$ cat config.mk
export PLATFORM = sky130hd
export DESIGN_NAME = bus_rr_scheduler
export DESIGN_NICKNAME = d
export VERILOG_FILES = /design/src/rtl/bus_rr_scheduler.sv
export SDC_FILE = /design/constraint.sdc
export NUM_CORES = 1
export LEC_CHECK = 0
export CORE_MARGIN = 2
export CORE_UTILIZATION = 48
export CTS_BUF_LIST = sky130_fd_sc_hd__clkbuf_16
export DETAILED_ROUTE_END_ITERATION = 10
export GPL_TIMING_DRIVEN = 0
export PLACE_DENSITY = 0.88
export SLEW_MARGIN = 10
export SYNTH_ARGS = -nofsm -noshare
export SYNTH_HDL_FRONTEND = slang
export SYNTH_SLANG_ARGS = --single-unit
$ cat constraint.sdc
create_clock -name clk -period 6.6 [get_ports clk]
set_input_delay 1.32 -clock clk [delete_from_list [all_inputs] [get_ports clk]]
set_output_delay 1.32 -clock clk [all_outputs]
set_load 0.03 [all_outputs]
$ cat src/rtl/bus_rr_scheduler.sv
// bus_rr_scheduler: round-robin scheduler for one shared broadcast bus.
//
// Grants one pending device FIFO at a time, pops its head word, decodes the
// 8-bit destination ID in the word's top byte, and pushes the word to the
// addressed device or, on broadcast, to every device except the source.
//
// Optional feature: define BUS_RR_LOOPBACK_EN to deliver a unicast whose ID
// equals the source device back to that device. Without it such a packet is
// dropped.
//
// Ports:
//   clk       system clock, rising edge
//   reset     synchronous, active-high reset
//   pndng     per-device FIFO non-empty flags (show-ahead head on D_pop)
//   D_pop     per-device FIFO head words
//   pop       one-hot, one-cycle dequeue strobe to the granted device
//   push      enqueue strobes to the destination devices
//   D_push    shared bus data
//   grant_id  index of the current or last granted device
//   busy      high while granting or pushing
//   drop      one-cycle pulse when a popped packet is discarded
module bus_rr_scheduler #(
    parameter int unsigned drvrs     = 5,
    parameter int unsigned pckg_sz   = 16,
    parameter logic [7:0]  broadcast = 8'b1000_1111
) (
    input  logic                             clk,
    input  logic                             reset,
    input  logic [drvrs-1:0]                 pndng,
    input  logic [drvrs-1:0][pckg_sz-1:0]    D_pop,
    output logic [drvrs-1:0]                 pop,
    output logic [drvrs-1:0]                 push,
    output logic [pckg_sz-1:0]               D_push,
    output logic [$clog2(drvrs)-1:0]         grant_id,
    output logic                             busy,
    output logic                             drop
);

    localparam int unsigned IdW = $clog2(drvrs);

    typedef enum logic [1:0] {
        StIdle,
        StGrant,
        StPush
    } state_e;

    state_e             state_q, state_d;
    logic [IdW-1:0]     last_q, last_d;
    logic [IdW-1:0]     grant_q, grant_d;
    logic [pckg_sz-1:0] data_q, data_d;

    logic [IdW-1:0]     winner;
    logic [IdW-1:0]     cand;
    logic               found;

    logic [7:0]         dest_id;
    logic               dest_valid;
    logic [drvrs-1:0]   src_onehot;
    logic [drvrs-1:0]   dest_mask;
    logic               dest_drop;

    // Round-robin search starting just after the previous winner.
    always_comb begin
        winner = last_q;
        cand   = '0;
        found  = 1'b0;
        for (int unsigned k = 1; k <= drvrs; k++) begin
            cand = IdW'((32'(last_q) + k) % drvrs);
            if (!found && pndng[cand]) begin
                winner = cand;
                found  = 1'b1;
            end
        end
    end

    // Destination decode from the registered packet and registered source.
    always_comb begin
        dest_id    = data_q[pckg_sz-1 -: 8];
        dest_valid = (32'(dest_id) < drvrs);
        src_onehot = drvrs'(1) << grant_q;
        dest_mask  = '0;
        dest_drop  = 1'b0;
        if (dest_id == broadcast) begin
            dest_mask = ~src_onehot;
        end else if (dest_valid && (dest_id[IdW-1:0] == grant_q)) begin
`ifdef BUS_RR_LOOPBACK_EN
            dest_mask = src_onehot;
`else
            dest_drop = 1'b1;
`endif
        end else if (dest_valid) begin
            dest_mask = drvrs'(1) << dest_id[IdW-1:0];
        end else begin
            dest_drop = 1'b1;
        end
    end

    always_comb begin
        state_d = state_q;
        last_d  = last_q;
        grant_d = grant_q;
        data_d  = data_q;
        unique case (state_q)
            StIdle, StPush: begin
                if (|pndng) begin
                    state_d = StGrant;
                    grant_d = winner;
                    last_d  = winner;
                end else begin
                    state_d = StIdle;
                end
            end
            StGrant: begin
                data_d  = D_pop[grant_q];
                state_d = StPush;
            end
            default: state_d = StIdle;
        endcase
    end

    always_ff @(posedge clk) begin
        if (reset) begin
            state_q <= StIdle;
            last_q  <= IdW'(drvrs - 1);
            grant_q <= '0;
            data_q  <= '0;
        end else begin
            state_q <= state_d;
            last_q  <= last_d;
            grant_q <= grant_d;
            data_q  <= data_d;
        end
    end

    // data_q only changes at the end of GRANT, so it doubles as the held bus value.
    always_comb begin
        pop      = (state_q == StGrant) ? src_onehot : '0;
        push     = (state_q == StPush) ? dest_mask : '0;
        drop     = (state_q == StPush) && dest_drop;
        D_push   = data_q;
        grant_id = grant_q;
        busy     = (state_q != StIdle);
    end

endmodule

==> flow_metrics.py, run 1 <==
metrics = {
    "final_layout": {
        "final_nets": 682,
        "final_layout_size_suffix_gt1_frac": 0.1005,
        "mostFrequentLayoutCells": "clkdlybuf4s50_1 (116), nor3_1 (38), nor2_1 (37), ha_1 (27), nand2_1 (25)",
        "antenna_cells_inserted": 0,
        "instances_no_fill": 666,
        "syn_to_final_growth_pct": 39.27,
        "leading_cell_type_in_the_layout_fill_and_taps_excluded": "clkdlybuf4s50_1",
        "final_core_utilization": 0.6833,
    },
    "sta": {
        "final-hold-violation-count": 0,
        "max_slew_margin": 0.4172,
        "maxSlewViolCount": 0,
        "unrepaired_setup_endpoints_after_global_routing": "no",
        "timing_worst_slew_pin_value_ps": 867.5,
        "timing.final.crit_period_ps": 5943,
        "clock-skew-final_ps": 5.995,
        "layout_worst_path_cycle_share": 0.9005,
        "fmax_mhz": 168.3,
        "setup_tns_ps": 0,
        "setup_viol_count_final": 0,
    },
    "logic_synthesis": {
        "avgSynthCellArea_um2": 7.919,
        "dominantRegCellSynth": "dfxtp_1",
        "ys_warn_count": 0,
        "ys_seq_elements": 22,
        "async_flop_share": 0,
        "synth_cells": 447,
        "synthesis.nets": 561,
        "post_synth_edffs": 0,
        "synth-seq-area-share": 0.1244,
        "synthDistinctLibCells": 78,
        "synth.cell_area_um2": 3540,
    },
    "cts": {
        "cts_resized": 0,
        "clock_tree.root_cell": "clkbuf_16",
        "tritoncts": "yes",
        "cts_h_tree_depth": 1,
        "clkTransAtPathRegs_ps": 60,
        "cts.sink_count": 22,
        "worstSkewPairLatency_ps": 260,
        "cts.hold.buffers_added": 0,
        "tritoncts.num_buffers": 3,
        "clockBufferDepth": 2,
        "post-cts-setup-buffers": 0,
    },
    "critical_path": {
        "regToRegEndpoint": "last_q[2]$_SDFFE_PP1P_",
        "critical_path.reg2reg.startpoint": "last_q[0]$_SDFFE_PP0P_",
        "critical_path.slowest_cell": "dfxtp_1",
        "r2r.worst_path.cells": 18,
        "crit_start": "last_q[0]$_SDFFE_PP0P_",
        "required_ps": 6730,
        "setup.worst_path.end_class": "flop",
        "path_common_cell": "clkbuf_1",
        "critical_path_cell_sequence": "clkbuf_1 -> inv_1 -> clkbuf_1 -> ha_1 -> clkbuf_1 -> nand2_1 -> nor2_1 -> a21oi_1 -> ha_1 -> nor2b_1 -> o21ai_0 -> o22ai_1 -> a22o_1 -> o211ai_1 -> o2111ai_2 -> or2_1 -> o31ai_2 -> o31ai_1",
        "criticalPathCategory": "flop to flop",
        "timing.reg2reg.setup_slack_ps": 660,
        "path_max_fanout": 16,
        "critical-path-max-stage-delay_ps": 710,
        "startpoint_type": "flop",
        "worst-endpoint-arrival_ps": 6080,
    },
    "grt": {
        "first_global_vias": 4205,
        "grt_overflow_total": 0,
        "grtUsageTotal": 0.3119,
        "grt_start_max_net_pins": 17,
        "grt_first_pass_wirelength_um": 20980,
        "initial_antenna_violation_count": 0,
    },
    "worst_hold_path": {
        "hp-class": "flop to flop",
        "hold_start": "D_push[3]$_SDFFE_PP0P_",
        "worst_hold_path.endpoint": "D_push[3]$_SDFFE_PP0P_",
        "holdPathStages": 2,
    },
    "place": {
        "gp_congestion": 0.9321,
        "place.detailed.instances": 662,
        "io_buffers": 116,
        "post-dp-hpwl_um": 9627,
    },
    "drt": {
        "detailed_route_drc_error_count": 0,
        "antenna_violating_nets_post_route": 0,
        "routed_wl_um": 12650,
        "viasPerCell": 6.423,
        "detail_routed_net_length_per_standard_cell_um": 19.00,
        "detailroute.via_count": 4278,
        "drt_first_pass_iters": 8,
        "dr.first_iter.drc_count": 490,
    },
    "power_and_ir_drop": {
        "max-vdd-ir-drop_mv": 0.3066,
        "power.density_nw_per_um2": 442.9,
        "static-leakage-power_uw": 0.001834,
        "fin_total_pwr_uw": 2183,
    },
    "die": {
        "io_pins": 118,
        "core-area_um2": 7214,
        "die_h_um": 89.88,
        "die_w_um": 89.88,
        "floorplan.initialDensity": 0.4906,
        "dieArea_um2": 8078,
        "standard_cell_row_count": 31,
    },
    "run": {
        "max-cap-violations": 0,
    },
    "status": {
        "run_status": "finished clean",
    },
}
[worst max-delay path by stage]
| stage | end | slack [ps] | cells past startpoint |
|---|---|---|---|
| final | last_q[2]$_SDFFE_PP1P_ | 660 | 18 |
| after global routing | last_q[2]$_SDFFE_PP1P_ | 260 | 18 |
| after CTS | last_q[2]$_SDFFE_PP1P_ | 870 | 18 |
| after detailed placement | last_q[2]$_SDFFE_PP1P_ | 900 | 18 |
| after global placement | last_q[2]$_SDFFE_PP1P_ | 1030 | 18 |
| after floorplan | last_q[2]$_SDFFE_PP1P_ | 2110 | 16 |
[cell families after synthesis]
kind of cell | after synthesis | share of synthesized area
buf+inv | 58 | 0.06928
simple gates | 175 | 0.2655
flops | 22 | 0.1244
mux | 28 | 0.1375
fa+ha+maj | 27 | 0.09544
xor+xnor | 12 | 0.03712
compound gates | 125 | 0.2708
[cells in the mapped netlist (all sizes together) (3+ instances only)]
library cell | n | area (um^2)
o21ai | 19 | 98.84
a21o | 5 | 38.79
o211ai | 8 | 65.06
o22ai | 5 | 31.28
nor3b | 5 | 37.54
nand3b | 5 | 37.54
ha | 27 | 337.8
nor4 | 5 | 31.28
nor3 | 39 | 200.2
o41ai | 6 | 60.06
o21a | 4 | 30.03
and2 | 4 | 25.02
mux2i | 7 | 70.07
and3 | 6 | 47.54
or3 | 4 | 30.03
xor2 | 5 | 43.79
a211oi | 5 | 50.05
clkbuf | 19 | 71.32
a32oi | 4 | 35.03
xnor2 | 7 | 87.59
inv | 22 | 82.58
a22oi | 3 | 22.52
dfxtp | 22 | 440.4
nor2b | 9 | 56.30
nor2 | 37 | 138.9
nand2b | 8 | 50.05
buf | 15 | 83.83
a21oi | 20 | 103.9
a221oi | 17 | 148.9
nand3 | 10 | 50.05
or4 | 4 | 30.03
nand2 | 26 | 100.1
o31ai | 8 | 65.06
and4 | 3 | 26.28
mux4 | 16 | 360.4
nand4b | 3 | 26.28
mux2 | 5 | 56.30
[worst max-delay path, delay by kind of cell, from the launching register on]
| kind | cells | cell delay (ps) |
|---|---|---|
| compound gates | 8 | 1890 |
| buf+inv | 4 | 1490 |
| simple gates | 4 | 870 |
| fa+ha+maj | 2 | 860 |
| flops | 1 | 710 |
[flip-flops by register name, summed over array words and instances, names as in the netlist]
name	count
last_q	3
state_q	2
grant_id	1
D_push	16
[where the power goes]
| group | total (uW) | internal (uW) | switching, uW |
|---|---|---|---|
| Sequential | 186 | 155 | 31.2 |
| Combinational | 1830 | 741 | 1090 |
| Clock | 170 | 120 | 49.3 |
[cell type report]
type | instances | area (um^2)
Clock buffer | 3 | 75.07
Buffer | 34 | 155.1
Inverter | 24 | 90.09
Tap cell | 99 | 123.9
Clock inverter | 1 | 30.03
Sequential cell | 22 | 440.4
Fill cell | 559 | 2285
Multi-Input combinational cell | 367 | 2854
Timing Repair Buffer | 116 | 1161
[per-layer routing]
metal | share of wire | global-route usage
met1 | 0.39 | 0.3878
met4 | 0.033 | 0.1333
met5 | 0 | 0
met2 | 0.49 | 0.5335
met3 | 0.089 | 0.05365
[through the flow]
step | cell area [um^2] | hold slack (ps) | setup slack [ps]
after detailed placement | 4825 | 486.6 | 898.8
after global routing | 4930 | 529.7 | 260.4
after floorplan | 3540 | 616.9 | 2107
after global placement | 4825 | 483.7 | 1030
final | 4930 | 495.7 | 656.9
after CTS | 4930 | 497.3 | 872.0
No activity file was read; power rests on OpenSTA's default activity.
==> run 2, diff against run 1 <==
--- a/config.mk
+++ b/config.mk
@@ -9,7 +9,6 @@
 export CORE_UTILIZATION = 48
 export CTS_BUF_LIST = sky130_fd_sc_hd__clkbuf_16
 export DETAILED_ROUTE_END_ITERATION = 10
-export GPL_TIMING_DRIVEN = 0
 export PLACE_DENSITY = 0.88
 export SLEW_MARGIN = 10
 export SYNTH_ARGS = -nofsm -noshare
==> flow_metrics.py, run 2 (synthesized netlist as in run 1, its figures left out) <==
metrics = {
    "drt": {
        "antenna_violating_nets_post_route": 0,
        "routed_wl_um": 12270,
        "viasPerCell": 6.377,
        "detailed_route_drc_error_count": 0,
        "dr.first_iter.drc_count": 444,
        "detailroute.via_count": 4062,
        "drt_first_pass_iters": 5,
        "detail_routed_net_length_per_standard_cell_um": 19.26,
    },
    "cts": {
        "clkTransAtPathRegs_ps": 60,
        "tritoncts": "yes",
        "cts_h_tree_depth": 1,
        "clock_tree.root_cell": "clkbuf_16",
        "worstSkewPairLatency_ps": 260,
        "clockBufferDepth": 2,
        "cts.hold.buffers_added": 0,
        "cts.sink_count": 22,
        "post-cts-setup-buffers": 0,
        "tritoncts.num_buffers": 3,
        "cts_resized": 0,
    },
    "sta": {
        "timing.final.crit_period_ps": 5274,
        "setup_tns_ps": 0,
        "fmax_mhz": 189.6,
        "final-hold-violation-count": 0,
        "clock-skew-final_ps": 5.135,
        "unrepaired_setup_endpoints_after_global_routing": "no",
        "setup_viol_count_final": 0,
        "timing_worst_slew_pin_value_ps": 940.5,
        "max_slew_margin": 0.3730,
        "layout_worst_path_cycle_share": 0.7991,
        "maxSlewViolCount": 0,
        "layout_setup_ws_ps": 1326,
    },
    "grt": {
        "grt_start_max_net_pins": 58,
        "grtUsageTotal": 0.2967,
        "grt_overflow_total": 0,
        "grt_first_pass_wirelength_um": 19980,
        "initial_antenna_violation_count": 0,
        "first_global_vias": 3991,
    },
    "run": {
        "max-cap-violations": 0,
    },
    "final_layout": {
        "leading_cell_type_in_the_layout_fill_and_taps_excluded": "clkdlybuf4s50_1",
        "mostFrequentLayoutCells": "clkdlybuf4s50_1 (117), nor3_1 (38), nor2_1 (37), ha_1 (27), nand2_1 (25)",
        "syn_to_final_growth_pct": 36.13,
        "largest_register_ff_count": 16,
        "antenna_cells_inserted": 0,
        "final_layout_size_suffix_gt1_frac": 0.09480,
        "final_nets": 653,
    },
    "worst_hold_path": {
        "hp-class": "flop to flop",
    },
    "critical_path": {
        "r2r.worst_path.cells": 17,
        "setup.worst_path.end_class": "flop",
        "crit_path_end": "last_q[1]$_SDFFE_PP0P_",
        "cpLargestDelayFamily": "compound AO/OA/AOI/OAI gates",
        "path_max_fanout": 57,
        "startpoint_type": "flop",
        "worst-endpoint-arrival_ps": 5370,
        "critical_path_cell_sequence": "buf_4 -> ha_1 -> xnor2_4 -> inv_2 -> ha_1 -> nor3_1 -> o22ai_1 -> xnor2_1 -> ha_1 -> nand2b_1 -> a41oi_1 -> nor3_1 -> o32a_1 -> nor4_1 -> o41ai_1 -> a31oi_1 -> o22ai_1",
        "critical_path.reg2reg.startpoint": "last_q[0]$_SDFFE_PP0P_",
        "crit_start": "last_q[0]$_SDFFE_PP0P_",
        "worst-path-stages": 17,
        "critical_path.slowest_cell": "a41oi_1",
        "path_common_cell": "ha_1",
        "regToRegEndpoint": "last_q[1]$_SDFFE_PP0P_",
        "critical-path-max-stage-delay_ps": 640,
        "criticalPathCategory": "flop to flop",
        "timing.critical_path.buf_inv": 2,
        "required_ps": 6700,
        "timing.reg2reg.setup_slack_ps": 1330,
    },
    "die": {
        "die_w_um": 89.88,
        "die_h_um": 89.88,
        "standard_cell_row_count": 31,
        "io_pins": 118,
        "dieArea_um2": 8078,
        "floorplan.initialDensity": 0.4906,
        "core-area_um2": 7214,
    },
    "place": {
        "detailedPlace.worstSlack_ps": 1449,
        "io_buffers": 117,
        "post-dp-hpwl_um": 8933,
        "gp_congestion": 0.9277,
    },
    "power_and_ir_drop": {
        "max-vdd-ir-drop_mv": 0.3465,
        "static-leakage-power_uw": 0.001776,
        "power.density_nw_per_um2": 438.2,
    },
    "status": {
        "run_status": "finished clean",
    },
}
==> run 2: cell types whose count changed in the layout (fill, tap and decap cells not counted), sizes merged <==
| cell | change |
|---|---|
| clkbuf | -19 |
| buf | -11 |
| clkdlybuf4s50 | +1 |
==> run 2: cell type report <==
type	count	area (um^2)
Clock inverter	1	30.03
Tap cell	99	123.9
Sequential cell	22	441.7
Inverter	24	90.09
Clock buffer	3	75.07
Fill cell	598	2396
Timing Repair Buffer	121	1201
Multi-Input combinational cell	367	2856
==> run 2: where the power goes <==
| group | switching (uW) | internal [uW] | total, uW |
|---|---|---|---|
| Sequential | 19.7 | 156 | 175 |
| Combinational | 1050 | 713 | 1770 |
| Clock | 50.4 | 120 | 171 |
| Total | 1120 | 989 | 2110 |
==> run 2: tightest hold or removal path, stage by stage, from the launching register on <==
cell     delay [ps]
dfxtp_1         310
nor2_1           90
nor3_1           50
==> run 2: per-stage QoR <==
stage	hold slack [ps]	instance area [um^2]	util	instances	power [uW]
2_1_floorplan	616.9	3540	-	447	1537
3_3_place_gp	484.6	4711	0.6530	633	1831
3_5_place_dp	488.6	4711	0.6530	633	1902
4_1_cts	502.6	4816	0.6675	637	2084
5_1_grt	531.5	4818	0.6679	637	2277
6_report	504.7	4818	0.6679	637	2111
==> run 2: worst min-delay path by stage <==
stage	start	endpoint	cells past startpoint
finish	D_push[2]$_SDFFE_PP0P_	D_push[2]$_SDFFE_PP0P_	2
global route	D_push[3]$_SDFFE_PP0P_	D_push[3]$_SDFFE_PP0P_	2
CTS	D_push[7]$_SDFFE_PP0P_	D_push[7]$_SDFFE_PP0P_	2
detailed placement	D_push[7]$_SDFFE_PP0P_	D_push[7]$_SDFFE_PP0P_	2
global placement	D_push[1]$_SDFFE_PP0P_	D_push[1]$_SDFFE_PP0P_	2
floorplan	D_push[2]$_SDFFE_PP0P_	D_push[2]$_SDFFE_PP0P_	2
==> run 2: layer usage <==
metal / GRT usage / share of wire / wire, um
met5: 0 / 0 / 0
met4: 0.1154 / 0.025 / 312
met3: 0.04694 / 0.073 / 894
met2: 0.5404 / 0.50 / 6173
met1: 0.3487 / 0.40 / 4889
==> run 3, diff against run 2 <==
--- a/config.mk
+++ b/config.mk
@@ -6,10 +6,10 @@
 export NUM_CORES = 1
 export LEC_CHECK = 0
 export CORE_MARGIN = 2
-export CORE_UTILIZATION = 48
+export CORE_UTILIZATION = 43
 export CTS_BUF_LIST = sky130_fd_sc_hd__clkbuf_16
 export DETAILED_ROUTE_END_ITERATION = 10
-export PLACE_DENSITY = 0.88
+export PLACE_DENSITY = 0.84
 export SLEW_MARGIN = 10
 export SYNTH_ARGS = -nofsm -noshare
 export SYNTH_HDL_FRONTEND = slang
==> constraint.sdc (replaced) <==
create_clock -name clk -period 4.33 [get_ports clk]
set_input_delay 0.866 -clock clk [delete_from_list [all_inputs] [get_ports clk]]
set_output_delay 0.866 -clock clk [all_outputs]
set_load 0.03 [all_outputs]
==> flow_metrics.py, run 3 (synthesized netlist as in run 1, its figures left out) <==
metrics = {
    "sta": {
        "timing.final.crit_period_ps": 4074,
        "fmax_mhz": 245.5,
        "clock-skew-final_ps": 2.440,
        "layout_setup_ws_ps": 256.0,
        "finalHoldWorstSlack_ps": 493.8,
        "layout_worst_path_cycle_share": 0.9409,
        "max_slew_margin": 0.1882,
        "setup_tns_ps": 0,
        "final-hold-violation-count": 0,
        "setup_viol_count_final": 0,
        "timing_worst_slew_pin_value_ps": 1215,
        "maxSlewViolCount": 0,
    },
    "die": {
        "die_h_um": 94.73,
        "core-area_um2": 8093,
        "standard_cell_row_count": 33,
        "io_pins": 118,
        "die_w_um": 94.73,
        "dieArea_um2": 8974,
        "floorplan.initialDensity": 0.4374,
    },
    "cts": {
        "cts_h_tree_depth": 1,
        "clockBufferDepth": 2,
        "clock_tree.root_cell": "clkbuf_16",
        "cts.sink_count": 22,
        "tritoncts.num_buffers": 3,
        "cts.hold.buffers_added": 0,
        "clkTransAtPathRegs_ps": 60,
        "tritoncts": "yes",
        "worstSkewPairLatency_ps": 250,
    },
    "drt": {
        "routed_wl_um": 12540,
        "drt_first_pass_iters": 5,
        "antenna_violating_nets_post_route": 0,
        "dr.first_iter.drc_count": 312,
        "detailroute.via_count": 4169,
        "detail_routed_net_length_per_standard_cell_um": 19.05,
        "viasPerCell": 6.336,
        "detailed_route_drc_error_count": 0,
    },
    "worst_hold_path": {
        "worst_hold_path.endpoint": "D_push[0]$_SDFFE_PP0P_",
        "holdPathStages": 2,
        "hp-class": "flop to flop",
        "hold_start": "D_push[0]$_SDFFE_PP0P_",
    },
    "power_and_ir_drop": {
        "max-vdd-ir-drop_mv": 0.4402,
        "static-leakage-power_uw": 0.001878,
        "combinationalPowerShare": 0.847,
        "power_frac_clock": 0.073,
        "power.density_nw_per_um2": 702.2,
        "power.sequential.fraction": 0.080,
        "net_sw_frac": 0.5223,
        "switching_power_uw": 1861,
        "internal_power_uw": 1702,
    },
    "grt": {
        "grt_start_max_net_pins": 49,
        "grtUsageTotal": 0.2603,
        "first_global_vias": 3986,
        "grt_first_pass_wirelength_um": 18870,
        "grt_overflow_total": 0,
        "initial_antenna_violation_count": 0,
    },
    "place": {
        "gp_congestion": 0.9432,
        "post-dp-hpwl_um": 9380,
        "io_buffers": 117,
        "detailedPlace.worstSlack_ps": 117.6,
    },
    "critical_path": {
        "r2r.worst_path.cells": 16,
        "path_max_fanout": 48,
        "timing.reg2reg.setup_slack_ps": 260,
        "setup.worst_path.end_class": "flop",
        "worst-endpoint-arrival_ps": 4170,
        "criticalPathCategory": "flop to flop",
        "required_ps": 4430,
        "startpoint_type": "flop",
        "regToRegEndpoint": "grant_id[2]$_SDFFE_PP0P_",
        "critical_path.reg2reg.startpoint": "last_q[0]$_SDFFE_PP0P_",
    },
    "final_layout": {
        "final_layout_size_suffix_gt1_frac": 0.1483,
        "largest_register_ff_count": 16,
        "mostFrequentLayoutCells": "clkdlybuf4s50_1 (117), nor2_1 (37), nor3_1 (36), nand2_1 (25), ha_1 (22)",
        "leading_cell_type_in_the_layout_fill_and_taps_excluded": "clkdlybuf4s50_1",
        "syn_to_final_growth_pct": 43.37,
        "final_core_utilization": 0.6271,
        "antenna_cells_inserted": 0,
        "final_nets": 668,
    },
    "status": {
        "run_status": "finished clean",
    },
    "run": {
        "max-cap-violations": 0,
    },
}
-- run 3: cell count changes in the layout (fill, tap and decap cells not counted), sizes merged --
cell    previous run  this run
clkinv             2         1
buf                4        19
inv               22        23
-- run 3: what timing repair did --
item | 4_1_cts | 5_1_grt
setup buffers | 0 | 3
gates resized for setup | 0 | 22
setup endpoints to repair | 0 | 4
-- run 3: area by class of cell --
class | count | area [um^2]
Fill cell | 704 | 3018
Timing Repair Buffer | 136 | 1334
Multi-Input combinational cell | 367 | 2972
Sequential cell | 22 | 442.9
Tap cell | 105 | 131.4
Clock buffer | 3 | 75.07
Inverter | 24 | 90.09
Clock inverter | 1 | 30.03
-- run 3: worst max path at each step --
| stage | from | to | slack (ps) | cells past startpoint |
|---|---|---|---|---|
| 2_1_floorplan | last_q[0]$_SDFFE_PP0P_ | grant_id[2]$_SDFFE_PP0P_ | 60 | 18 |
| 3_3_place_gp | last_q[0]$_SDFFE_PP0P_ | grant_id[2]$_SDFFE_PP0P_ | 280 | 16 |
| 3_5_place_dp | last_q[1]$_SDFFE_PP0P_ | grant_id[2]$_SDFFE_PP0P_ | 120 | 14 |
| 4_1_cts | last_q[1]$_SDFFE_PP0P_ | grant_id[2]$_SDFFE_PP0P_ | 110 | 14 |
| 5_1_grt | last_q[0]$_SDFFE_PP0P_ | last_q[2]$_SDFFE_PP1P_ | -10 | 16 |
| 6_report | last_q[0]$_SDFFE_PP0P_ | grant_id[2]$_SDFFE_PP0P_ | 260 | 16 |
-- run 3: routing by layer --
layer,vias up,track usage,part of all wire
met5,-,0,0
met1,1977,0.3034,0.39
li1,1935,-,-
met4,0,0.09783,0.031
met2,219,0.4728,0.50
met3,38,0.04469,0.082
-- run 3: stage by stage --
stage / total power, uW / std cells / area [um^2]
2_1_floorplan: 2346 / 447 / 3543
3_3_place_gp: 2909 / 651 / 4826
3_5_place_dp: 3014 / 651 / 4826
4_1_cts: 3287 / 655 / 4931
5_1_grt: 3833 / 658 / 5075
6_report: 3563 / 658 / 5075
-- run 3: power by group through the flow --
stage	logic [uW]	registers (uW)	clock network (uW)
floorplan	2040	310	0
CTS	2750	279	259
global route	3270	290	269
global placement	2630	282	0
detailed placement	2730	284	0
finish	3020	286	259
-- run 3: critical path, cell delays in order, from the launching register on --
cell and delay, ps:
dfxtp_2 400, buf_6 390, ha_1 350, nor2_1 110
a21oi_1 220, xnor2_1 120, inv_1 70, ha_1 240
nor2b_1 160, nor3_1 60, or3_1 340, o21a_1 260
o211ai_4 290, o2111ai_4 210, or2_1 270, o31ai_2 310
a2111oi_2 80
